$ cat config.mk
export PLATFORM = sky130hd
export DESIGN_NAME = coherence_bus_ctrl
export DESIGN_NICKNAME = d
export VERILOG_FILES = /design/src/rtl/coherence_bus_ctrl.sv
export SDC_FILE = /design/constraint.sdc
export NUM_CORES = 1
export LEC_CHECK = 0
export ABC_AREA = 1
export CORE_AREA = 2 2 197 199
export CTS_BUF_LIST = sky130_fd_sc_hd__clkbuf_8
export CTS_CLUSTER_SIZE = 12
export DETAILED_ROUTE_END_ITERATION = 12
export DIE_AREA = 0 0 199 201
export DONT_BUFFER_PORTS = 1
export GPL_ROUTABILITY_DRIVEN = 0
export GPL_TIMING_DRIVEN = 0
export PLACE_DENSITY = 0.3
export SLEW_MARGIN = 20
export SYNTH_ARGS = -nofsm -noshare
export SYNTH_HDL_FRONTEND = slang
export SYNTH_SLANG_ARGS = --single-unit
$ cat constraint.sdc
create_clock -name CLK -period 4.4 [get_ports CLK]
set_input_delay 0 -clock CLK [delete_from_list [all_inputs] [get_ports CLK]]
set_output_delay 0 -clock CLK [all_outputs]
set_load 0.05 [all_outputs]
$ cat src/rtl/coherence_bus_ctrl.sv
// Two-core coherent memory bus controller.
// Arbitrates icache/dcache requests onto one RAM port and snoops data reads.
module coherence_bus_ctrl #(
    parameter int CPUS      = 2,
    parameter int SNOOP_CYC = 1
) (
    input  logic                  CLK,
    input  logic                  nRST,
    input  logic [CPUS-1:0]       iREN,
    input  logic [CPUS-1:0][31:0] iaddr,
    output logic [CPUS-1:0]       iwait,
    output logic [CPUS-1:0][31:0] iload,
    input  logic [CPUS-1:0]       dREN,
    input  logic [CPUS-1:0]       dWEN,
    input  logic [CPUS-1:0][31:0] daddr,
    input  logic [CPUS-1:0][31:0] dstore,
    output logic [CPUS-1:0]       dwait,
    output logic [CPUS-1:0][31:0] dload,
    input  logic [CPUS-1:0]       ccwrite,
    input  logic [CPUS-1:0]       cctrans,
    output logic [CPUS-1:0]       ccwait,
    output logic [CPUS-1:0]       ccinv,
    output logic [CPUS-1:0][31:0] ccsnoopaddr,
    output logic                  ramREN,
    output logic                  ramWEN,
    output logic [31:0]           ramaddr,
    output logic [31:0]           ramstore,
    input  logic [31:0]           ramload,
    input  logic [1:0]            ramstate
);

    localparam logic [1:0] RAM_ACCESS = 2'd2;
    localparam int CW = (SNOOP_CYC > 1) ? $clog2(SNOOP_CYC) : 1;
    localparam logic [CW-1:0] CNT_LAST = CW'(SNOOP_CYC - 1);

    typedef enum logic [2:0] {
        IDLE,
        SNOOP,
        C2C,
        RAMRD,
        WB,
        IFETCH
    } state_t;

    state_t        state_q, state_d;
    logic          owner_q, owner_d;
    logic          rr_q, rr_d;
    logic [CW-1:0] cnt_q, cnt_d;
    // ACCESS only counts once the RAM has seen our strobe for a full
    // cycle, so a stale ACCESS left over from the previous
    // transaction can never complete this one.
    logic          arm_q, arm_d;

    logic            s;
    logic            req_ok;
    logic            acc;
    logic [CPUS-1:0] cls;
    logic            pick;

    assign s   = ~owner_q;
    assign acc = arm_q && (ramstate == RAM_ACCESS);

    // Highest-priority request class and the core granted within it
    always_comb begin
        if (|dWEN) begin
            cls = dWEN;
        end else if (|dREN) begin
            cls = dREN;
        end else begin
            cls = iREN;
        end
        pick = (&cls) ? ~rr_q : cls[1];
    end

    // Owner still wants the transaction of the class being served
    always_comb begin
        req_ok = 1'b0;
        unique case (state_q)
            SNOOP, C2C, RAMRD: req_ok = dREN[owner_q];
            WB:                req_ok = dWEN[owner_q];
            IFETCH:            req_ok = iREN[owner_q];
            default:           req_ok = 1'b0;
        endcase
    end

    // Bus, snoop and completion outputs decoded from the current state
    always_comb begin
        iwait       = '1;
        dwait       = '1;
        iload       = '0;
        dload       = '0;
        ccwait      = '0;
        ccinv       = '0;
        ccsnoopaddr = '0;
        ramREN      = 1'b0;
        ramWEN      = 1'b0;
        ramaddr     = '0;
        ramstore    = '0;
        if (req_ok) begin
            unique case (state_q)
                SNOOP: begin
                    ccwait[s]      = 1'b1;
                    ccsnoopaddr[s] = daddr[owner_q];
                    ccinv[s]       = cctrans[owner_q] & ccwrite[owner_q];
                end
                C2C: begin
                    ccwait[s] = 1'b1;
                    ramWEN    = 1'b1;
                    ramaddr   = daddr[owner_q];
                    ramstore  = dstore[s];
                    if (acc) begin
                        dwait[owner_q] = 1'b0;
                        dload[owner_q] = dstore[s];
                    end
                end
                RAMRD: begin
                    ccwait[s] = 1'b1;
                    ramREN    = 1'b1;
                    ramaddr   = daddr[owner_q];
                    if (acc) begin
                        dwait[owner_q] = 1'b0;
                        dload[owner_q] = ramload;
                    end
                end
                WB: begin
                    ramWEN   = 1'b1;
                    ramaddr  = daddr[owner_q];
                    ramstore = dstore[owner_q];
                    if (acc) begin
                        dwait[owner_q] = 1'b0;
                    end
                end
                IFETCH: begin
                    ramREN  = 1'b1;
                    ramaddr = iaddr[owner_q];
                    if (acc) begin
                        iwait[owner_q] = 1'b0;
                        iload[owner_q] = ramload;
                    end
                end
                default: begin
                end
            endcase
        end
    end

    // Next-state: grant in IDLE, snoop timing, completion and abort
    always_comb begin
        state_d = state_q;
        owner_d = owner_q;
        rr_d    = rr_q;
        cnt_d   = cnt_q;
        arm_d   = 1'b0;
        unique case (state_q)
            IDLE: begin
                cnt_d = '0;
                if (|dWEN) begin
                    state_d = WB;
                end else if (|dREN) begin
                    state_d = SNOOP;
                end else if (|iREN) begin
                    state_d = IFETCH;
                end
                if (|cls) begin
                    owner_d = pick;
                    rr_d    = pick;
                end
            end
            SNOOP: begin
                if (!req_ok) begin
                    state_d = IDLE;
                    cnt_d   = '0;
                end else if (cnt_q == CNT_LAST) begin
                    state_d = ccwrite[s] ? C2C : RAMRD;
                    cnt_d   = '0;
                end else begin
                    cnt_d = cnt_q + 1'b1;
                end
            end
            C2C, RAMRD, WB, IFETCH: begin
                if (!req_ok || acc) begin
                    state_d = IDLE;
                end else begin
                    arm_d = 1'b1;
                end
            end
            default: begin
                state_d = IDLE;
            end
        endcase
    end

    // State registers; reset drops every strobe immediately
    always_ff @(posedge CLK or negedge nRST) begin
        if (!nRST) begin
            state_q <= IDLE;
            owner_q <= 1'b0;
            rr_q    <= 1'b1;
            cnt_q   <= '0;
            arm_q   <= 1'b0;
        end else begin
            state_q <= state_d;
            owner_q <= owner_d;
            rr_q    <= rr_d;
            cnt_q   <= cnt_d;
            arm_q   <= arm_d;
        end
    end

endmodule

* Word level (Yosys, flattened, before mapping)
Cells that the tools add are included.
** Word-level totals
- Bits in registers :: 7
- Input bits :: 238
- Output and inout port bits :: 266
- Word-level logic and storage cells :: 116
** Operators by class
- $add $sub $neg :: 1
- Order comparisons :: 4
- Eq/ne operators :: 9
- Multiplexer cells :: 70
- Bitwise operators :: 8
- Reduce and logical (&&, ||, !) cells :: 19
** Operator list (number)
- two-way mux 64 bit :: 7
- two-way mux 32 bit :: 12
- AND 64 bit :: 3
- case mux 32 bit (2 select lines) :: 2
- case mux 64 bit (2 select lines) :: 1
- demux 32 bit (select 1 bit) :: 2
- two-way mux 1 bit :: 24
- two-way mux 2 bit :: 11
- two-way mux 3 bit :: 6
- OR reduction 2 bit :: 6
- case mux 3 bit (3 select lines) :: 1
- == test 3 x 2 -> 1 bit, second input constant :: 2
- == test 3 bit, second input constant :: 2
- OR reduction 3 bit :: 2
- less-than comparator 1 x 2 -> 1 bit, second input constant :: 2
- != test 4 bit, second input constant :: 1
- AND reduction 2 bit :: 2
- OR reduction 4 bit :: 1
- == test 3 x 1 -> 1 bit, second input constant :: 1
- logical AND 1 bit :: 3
- logical NOT 3 bit :: 1
- != test 3 bit, second input constant :: 1
- case mux 1 bit (3 select lines) :: 1
- AND reduction 3 bit :: 1
- 13 further kinds :: 16

* Depth between registers and ports, before layout
Gate-level depths: netlist (run 1).
- Depth in word-level cells :: 8
- Depth in mapped cells :: 11
- Gate-level depth less buffers :: 9

* Worst setup path before layout (run 1)
No wires, ideal clock.
- Kind :: flip-flop to output port
- From :: register state_q[2]
- To :: output port dload[44] (netlist bit)
- Data arrival time :: 2.439 ns
- Required time :: 4.400 ns
- Path slack :: 1.961 ns
- Stages on the path, launching flop included :: 7
- Buffers on the path :: 1
- Cells stage by stage :: dfrtp_1 -> inv_2 -> nand2_1 -> nor2_2 -> buf_2 -> nand3_1 -> a211oi_1
** RTL lines
- from (decl) :: line 45 : state_t state_q, state_d;
- from (signal assigned) :: line 202 : state_q <= state_d;
- to (decl) :: line 18 : output logic [CPUS-1:0][31:0] dload,

==> impl_metrics.ini, run 1 <==
[yosys]
synthSimpleGateAreaFrac = 0.463
synthesis.area_mm2 = 0.00514
ys_dominant_reg_cell = sky130_fd_sc_hd__dfrtp_1
mappedNetlistNets = 1377
synthMuxAreaShare = 0.00195
synth_seq_area_share = 0.0295
postSynth.asyncResetShare = 1.00
post-synth-top-area-fraction = 0.278
main_combinational_cell_family_by_area_after_synthesis = simple AND/OR/NAND/NOR gates
synth_xor_xnor_area_share = 0.00170
synth_enable_flop_cells = 0
synth-adder-area-share = 0
syn_area_per_cell_um2 = 4.51
ys.warnings.count = 0
synth.top_cells.by_area = sky130_fd_sc_hd__nand2_1 (28%), sky130_fd_sc_hd__inv_1 (15%), sky130_fd_sc_hd__nand3_1 (9.8%), sky130_fd_sc_hd__o21ai_0 (9.3%), sky130_fd_sc_hd__nor2_1 (6.9%)
synth.lib_cells_used.distinct = 29
synth_compound_gate_area_share = 0.240
synth.ff_latch_count = 6
cells_after_synth = 1139
yosysTopAreaCell = sky130_fd_sc_hd__nand2_1

[route]
num_vias = 7569
routedWlPerCell_um = 22.7
drc = 0
drt_first_iter_violations = 532
detail-route-antenna-nets = 0
via_per_inst = 4.55
detail_route.first_pass.iterations = 5
post_route_wl_um = 37700

[final_layout]
register_area_um2 = 151
antenna-diode-count = 0
final_nets = 1383
layout-drive-gt1-share = 0.106
final_cell_mix = sky130_fd_sc_hd__nand2_1 (381), sky130_fd_sc_hd__inv_1 (201), sky130_fd_sc_hd__nand3_1 (101)
multi_input_area_mm2 = 0.00372
nFillCells = 4688
final_common_cell = sky130_fd_sc_hd__nand2_1
syn_to_final_growth_pct = 15.4

[clock_network]
cts_repair_resize_count = 0
clock_tree.root_cell = sky130_fd_sc_hd__clkbuf_8
cts_setup_buffers = 0
cts.htree.levels = 1
numClockSinks = 6
clk-insertion-delay-late_ns = 0.22
path_clk_slew_ns = 0.04
clockBufferDepth = 2
tritoncts = done
tritoncts.num_buffers = 3

[floorplanning]
chip_height_um = 201
die_x_um = 199
ios = 504
core_area_mm2 = 0.0381
num_rows = 72
floorplan.initialDensity = 0.135
die_outline_area_mm2 = 0.0400

[power_and_ir_drop]
power.leakage_nw = 3.56
p_seq_frac = 0.035
pwr-share-clk = 0.027
power.total_w = 0.00307
internal-power_w = 0.000731
net-switching-power_w = 0.00234
comb_power_share = 0.938
total_power_divided_by_cell_area_mw_per_mm2 = 517
p_sw_frac = 0.762
irDropWorstVdd_mv = 0.0972

[global_routing]
grt_overflow_total = 0
grt_pass1_vias = 7430
grt_antenna_before_repair = 0
grt_pass1_wl_um = 51400
grt_max_degree = 11
grt_usage = 0.176

[run_status]
outcome = finished, final reports clean

[critical_path]
worst-r2r-setup-slack_ns = 2.08
data_required_critical_path_ns = 4.40
crit_arrival_ns = 3.60
critical_path_class = reg2out
worstRegToRegCells = 6
critPathLaunchType = flip-flop
critical_path.max_fanout = 10
crit_path_end_kind = output port

[timing]
max_clock_freq_ghz = 0.278
fin_crit_sh = 0.818
slew_violations = 0
slew_headroom = 0.193
setup_viol = 0
maximum_clock_skew_at_final_layout_ns = 0.00448
final.setup.tns_ns = 0
final.min_clock_period_ns = 3.60
tightestPinTransition_ns = 1.21
final_count_of_hold_timing_violations = 0
rsz_0062_raised_after_global_routing = false

[hold_path]
timing.hold.worst.class = in2reg
min_path_cells = 2

[flow_run]
max_cap_violations = 0

[placed_design]
detailedPlacementHpwl_um = 31500
buffers_added_on_ports = 0
[worst paths after layout]
check	start	endpoint
worst max-delay path	arm_q$_DFF_PN0_	iload[25]
max in group asynchronous	nRST	rr_q$_DFFE_PN1P_
worst min-delay path	dWEN[1]	state_q[2]$_DFFE_PN0P_
worst max register to register	owner_q$_DFFE_PN0P_	owner_q$_DFFE_PN0P_
worst min register to register	rr_q$_DFFE_PN1P_	rr_q$_DFFE_PN1P_
min in group asynchronous	nRST	arm_q$_DFF_PN0_
[through the flow]
step	worst slack (ns)	hold WS, ns	util	instance area (µm²)	std cells
4_1_cts	0.666	0.0231	0.156	5930	1662
6_report	0.802	0.0171	0.156	5930	1662
5_1_grt	0.535	0.0484	0.156	5930	1662
3_3_place_gp	0.646	-0.295	0.152	5790	1657
3_5_place_dp	0.926	-0.295	0.154	5880	1657
2_1_floorplan	1.96	-0.296	-	5140	1139
[critical path, stage by stage, from the launching register on]
cell and delay (ns):
sky130_fd_sc_hd__dfrtp_1 0.36, sky130_fd_sc_hd__nand2_1 0.06, sky130_fd_sc_hd__nor2_1 0.49, sky130_fd_sc_hd__inv_1 0.30, sky130_fd_sc_hd__nor2_1 0.25, sky130_fd_sc_hd__nand3_1 0.42
sky130_fd_sc_hd__clkbuf_1 0.58, sky130_fd_sc_hd__nor2_1 0.90
[state kept, by name, summed over array words and instances, names as in the netlist]
name	flops
arm_q	1
owner_q	1
rr_q	1
state_q	3
[synthesized netlist by cell type (5+ instances only)]
cell type and number:
sky130_fd_sc_hd__inv_2 49, sky130_fd_sc_hd__a21oi_1 35, sky130_fd_sc_hd__o22ai_1 19, sky130_fd_sc_hd__a211oi_1 13, sky130_fd_sc_hd__buf_4 5, sky130_fd_sc_hd__buf_2 35
sky130_fd_sc_hd__nand2_1 381, sky130_fd_sc_hd__nor2_1 95, sky130_fd_sc_hd__inv_1 200, sky130_fd_sc_hd__clkbuf_1 37, sky130_fd_sc_hd__dfrtp_1 5, sky130_fd_sc_hd__a22o_1 31
sky130_fd_sc_hd__buf_1 6, sky130_fd_sc_hd__nand3_1 101, sky130_fd_sc_hd__o211ai_1 11, sky130_fd_sc_hd__o21ai_0 95
[layer usage]
layer | wire, µm | track usage
met1 | 14900 | 0.205
met2 | 19000 | 0.327
met3 | 2950 | 0.0297
met4 | 924 | 0.0472
met5 | 0 | 0
[power by group through the flow]
stage | clock network (W) | logic [W] | registers (W)
3_5_place_dp | 0 | 0.00293 | 0.000108
3_3_place_gp | 0 | 0.00291 | 0.000109
5_1_grt | 0.0000889 | 0.00317 | 0.000111
2_1_floorplan | 0 | 0.00198 | 0.000100
6_report | 0.0000834 | 0.00288 | 0.000108
4_1_cts | 0.0000865 | 0.00295 | 0.000108
[repair_timing]
action	in CTS	in global routing
endpoints found under the setup margin	0	0
hold buffers	1	0
endpoints found under the hold margin	6	0
[final cells by class]
| class | instances | area share |
|---|---|---|
| Timing Repair Buffer | 1 | 0.00169 |
| Clock buffer | 3 | 0.00696 |
| Clock inverter | 1 | 0.000633 |
| Inverter | 250 | 0.158 |
| Multi-Input combinational cell | 796 | 0.627 |
| Sequential cell | 6 | 0.0255 |
| Buffer | 87 | 0.0707 |
| Tap cell | 518 | 0.109 |
[cells by family (layout without fill, tap and decap cells)]
kind of cell	after synthesis	in the layout
mux	1	1
simple gates	588	588
flops	6	6
buf+inv	337	342
compound gates	206	206
xor+xnor	1	1
Power figures use the tool's default switching activity.
==> inputs of run 2 (changes only) <==
Clock period 4.4 ns to 3.1 ns, I/O delays scaled along.
==> impl_metrics.ini, run 2 (synthesis gave the netlist of run 1 again) <==
[power_and_ir_drop]
power.leakage_nw = 3.58
net-switching-power_w = 0.00335
power.total_w = 0.00439
irDropWorstVdd_mv = 0.145
internal-power_w = 0.00104
p_sw_frac = 0.763
total_power_divided_by_cell_area_mw_per_mm2 = 689
comb_power_share = 0.938
p_seq_frac = 0.035
pwr-share-clk = 0.027

[route]
via_per_inst = 4.57
post_route_wl_um = 37800
routedWlPerCell_um = 22.7
detail-route-antenna-nets = 0
drt_first_iter_violations = 543
detail_route.first_pass.iterations = 5
drc = 0
num_vias = 7608

[critical_path]
critical_path.max_fanout = 10
critical_path_class = reg2out
critPathSlowestCell = sky130_fd_sc_hd__a21oi_1
critical_path.cell_chain = inv_2 > nand2_1 > nor2_4 > nand2_1 > nand3_2 > buf_4 > nand2_1 > buf_2 > a21oi_1
crit_path_max_incr_delay_ns = 0.87
crit_arrival_ns = 3.11
cp.buffers_inverters = 3
worst_path_dominant_cell_family = simple AND/OR/NAND/NOR gates
crit_top_cell = sky130_fd_sc_hd__nand2_1
data_required_critical_path_ns = 3.10
startpoint = state_q[0]$_DFFE_PN0P_
critPathLaunchType = flip-flop
crit_path_end_kind = output port
regToRegStartpoint = state_q[0]$_DFFE_PN0P_

[floorplanning]
ios = 504
core_area_mm2 = 0.0381
num_rows = 72
floorplan.initialDensity = 0.135
die_x_um = 199
chip_height_um = 201
die_outline_area_mm2 = 0.0400

[timing]
fin_crit_sh = 1.00
final.min_clock_period_ns = 3.11
max_clock_freq_ghz = 0.321
tightestPinTransition_ns = 1.08
finalWorstSetupSlack_ns = -0.0146
slew_headroom = 0.280
maximum_clock_skew_at_final_layout_ns = 0.00382
rsz_0062_raised_after_global_routing = true
slew_violations = 0
final_count_of_hold_timing_violations = 0
setup_viol = 3

[final_layout]
top_register = state_q
syn_to_final_growth_pct = 24.2
antenna-diode-count = 0
max_reg_flops = 3
final_nets = 1385
final_common_cell = sky130_fd_sc_hd__nand2_1
final_cell_mix = sky130_fd_sc_hd__nand2_1 (381), sky130_fd_sc_hd__inv_1 (201), sky130_fd_sc_hd__nand3_1 (101)
layout-drive-gt1-share = 0.168
stdcell_count = 1664
nFillCells = 4658

[global_routing]
grt_usage = 0.176
grt_overflow_total = 0
grt_antenna_before_repair = 0
grt_max_degree = 20
grt_pass1_wl_um = 51700
grt_pass1_vias = 7558

[placed_design]
detailedPlacementHpwl_um = 31500
place_ws_ns = -0.374
buffers_added_on_ports = 0
place_inst = 1657

[clock_network]
numClockSinks = 6
clock_tree.root_cell = sky130_fd_sc_hd__clkbuf_8
clk-insertion-delay-late_ns = 0.22
path_clk_slew_ns = 0.04
tritoncts.num_buffers = 3
cts.htree.levels = 1
tritoncts = done
clockBufferDepth = 2

[hold_path]
hold_wc_startpoint = dWEN[1]
timing.hold.worst.class = in2reg

[flow_run]
max_cap_violations = 0

[run_status]
violations = setup timing
outcome = finished with violations
## run 2: changes by cell type in the layout (fill, tap and decap cells not counted), moves of 5 or more
cell / change
sky130_fd_sc_hd__a211oi_2: -7
sky130_fd_sc_hd__a211oi_4: +7
sky130_fd_sc_hd__a21oi_1: -23
sky130_fd_sc_hd__a21oi_2: +18
sky130_fd_sc_hd__a21oi_4: +5
sky130_fd_sc_hd__clkbuf_1: -6
sky130_fd_sc_hd__nor2_1: -39
sky130_fd_sc_hd__nor2_2: +9
sky130_fd_sc_hd__nor2_4: +30
## run 2: metal layers
layer	wire length (µm)	vias up	GRT usage
met1	14600	3601	0.203
met5	0	-	0
met4	1300	0	0.0592
li1	-	3508	-
met2	18800	438	0.324
met3	3030	61	0.0314
## run 2: final timing paths
| kind | cells past startpoint | slack [ns] | end |
|---|---|---|---|
| setup / recovery | 9 | -0.01 | dload[4] |
| hold / removal | 2 | 0.02 | state_q[2]$_DFFE_PN0P_ |
| setup reg to reg | 10 | 1.09 | state_q[0]$_DFFE_PN0P_ |
| hold reg to reg | 2 | 0.46 | rr_q$_DFFE_PN1P_ |
| max in group asynchronous | 1 | 2.74 | rr_q$_DFFE_PN1P_ |
| min in group asynchronous | 1 | 0.09 | arm_q$_DFF_PN0_ |
## run 2: final cells by class
cell class / instances / area, µm² / share of cell area
inverters: 250 / 938 / 0.147
clock buffers: 3 / 41.3 / 0.00647
repair buffers: 4 / 32.5 / 0.00510
plain buffers: 86 / 423 / 0.0663
flip-flops and latches: 6 / 151 / 0.0237
clock inverters: 1 / 3.75 / 0.000588
multi-input cells: 796 / 4140 / 0.649
well taps: 518 / 648 / 0.102
## run 2: worst register-to-register path, stage by stage (launching register included)
cell	delay [ns]
sky130_fd_sc_hd__dfrtp_1	0.45
sky130_fd_sc_hd__inv_2	0.09
sky130_fd_sc_hd__nand2_1	0.10
sky130_fd_sc_hd__nor2_4	0.32
sky130_fd_sc_hd__nand2_1	0.12
sky130_fd_sc_hd__nand3_2	0.09
sky130_fd_sc_hd__buf_4	0.24
sky130_fd_sc_hd__buf_4	0.25
sky130_fd_sc_hd__a21oi_1	0.09
sky130_fd_sc_hd__nand2_1	0.08
sky130_fd_sc_hd__nand2_1	0.05
## run 2: what timing repair did
item / in CTS / in global routing
buffers inserted: 3 / 0
hold endpoints to repair: 6 / 0
endpoints found under the setup margin: 124 / 45
pin swaps: 2 / 0
hold buffers: 1 / 0
gates resized for setup: 89 / 26
## run 2: power groups by stage
stage	Combinational, W	Clock, W	Sequential (W)
after detailed placement	0.00416	0	0.000153
final	0.00412	0.000119	0.000152
after global placement	0.00413	0	0.000154
after floorplan	0.00282	0	0.000142
after global routing	0.00453	0.000126	0.000158
after CTS	0.00418	0.000123	0.000153
## run 2: per-stage QoR
stage | instance area [µm²] | hold slack [ns] | utilization | setup TNS (ns)
global placement | 5790 | -0.295 | 0.152 | -14.97
detailed placement | 5880 | -0.295 | 0.154 | -9.57
global route | 6380 | 0.0484 | 0.167 | -0.992
finish | 6380 | 0.0150 | 0.167 | -0.0244
CTS | 6250 | 0.0231 | 0.164 | -0.862
floorplan | 5140 | -0.296 | - | 0
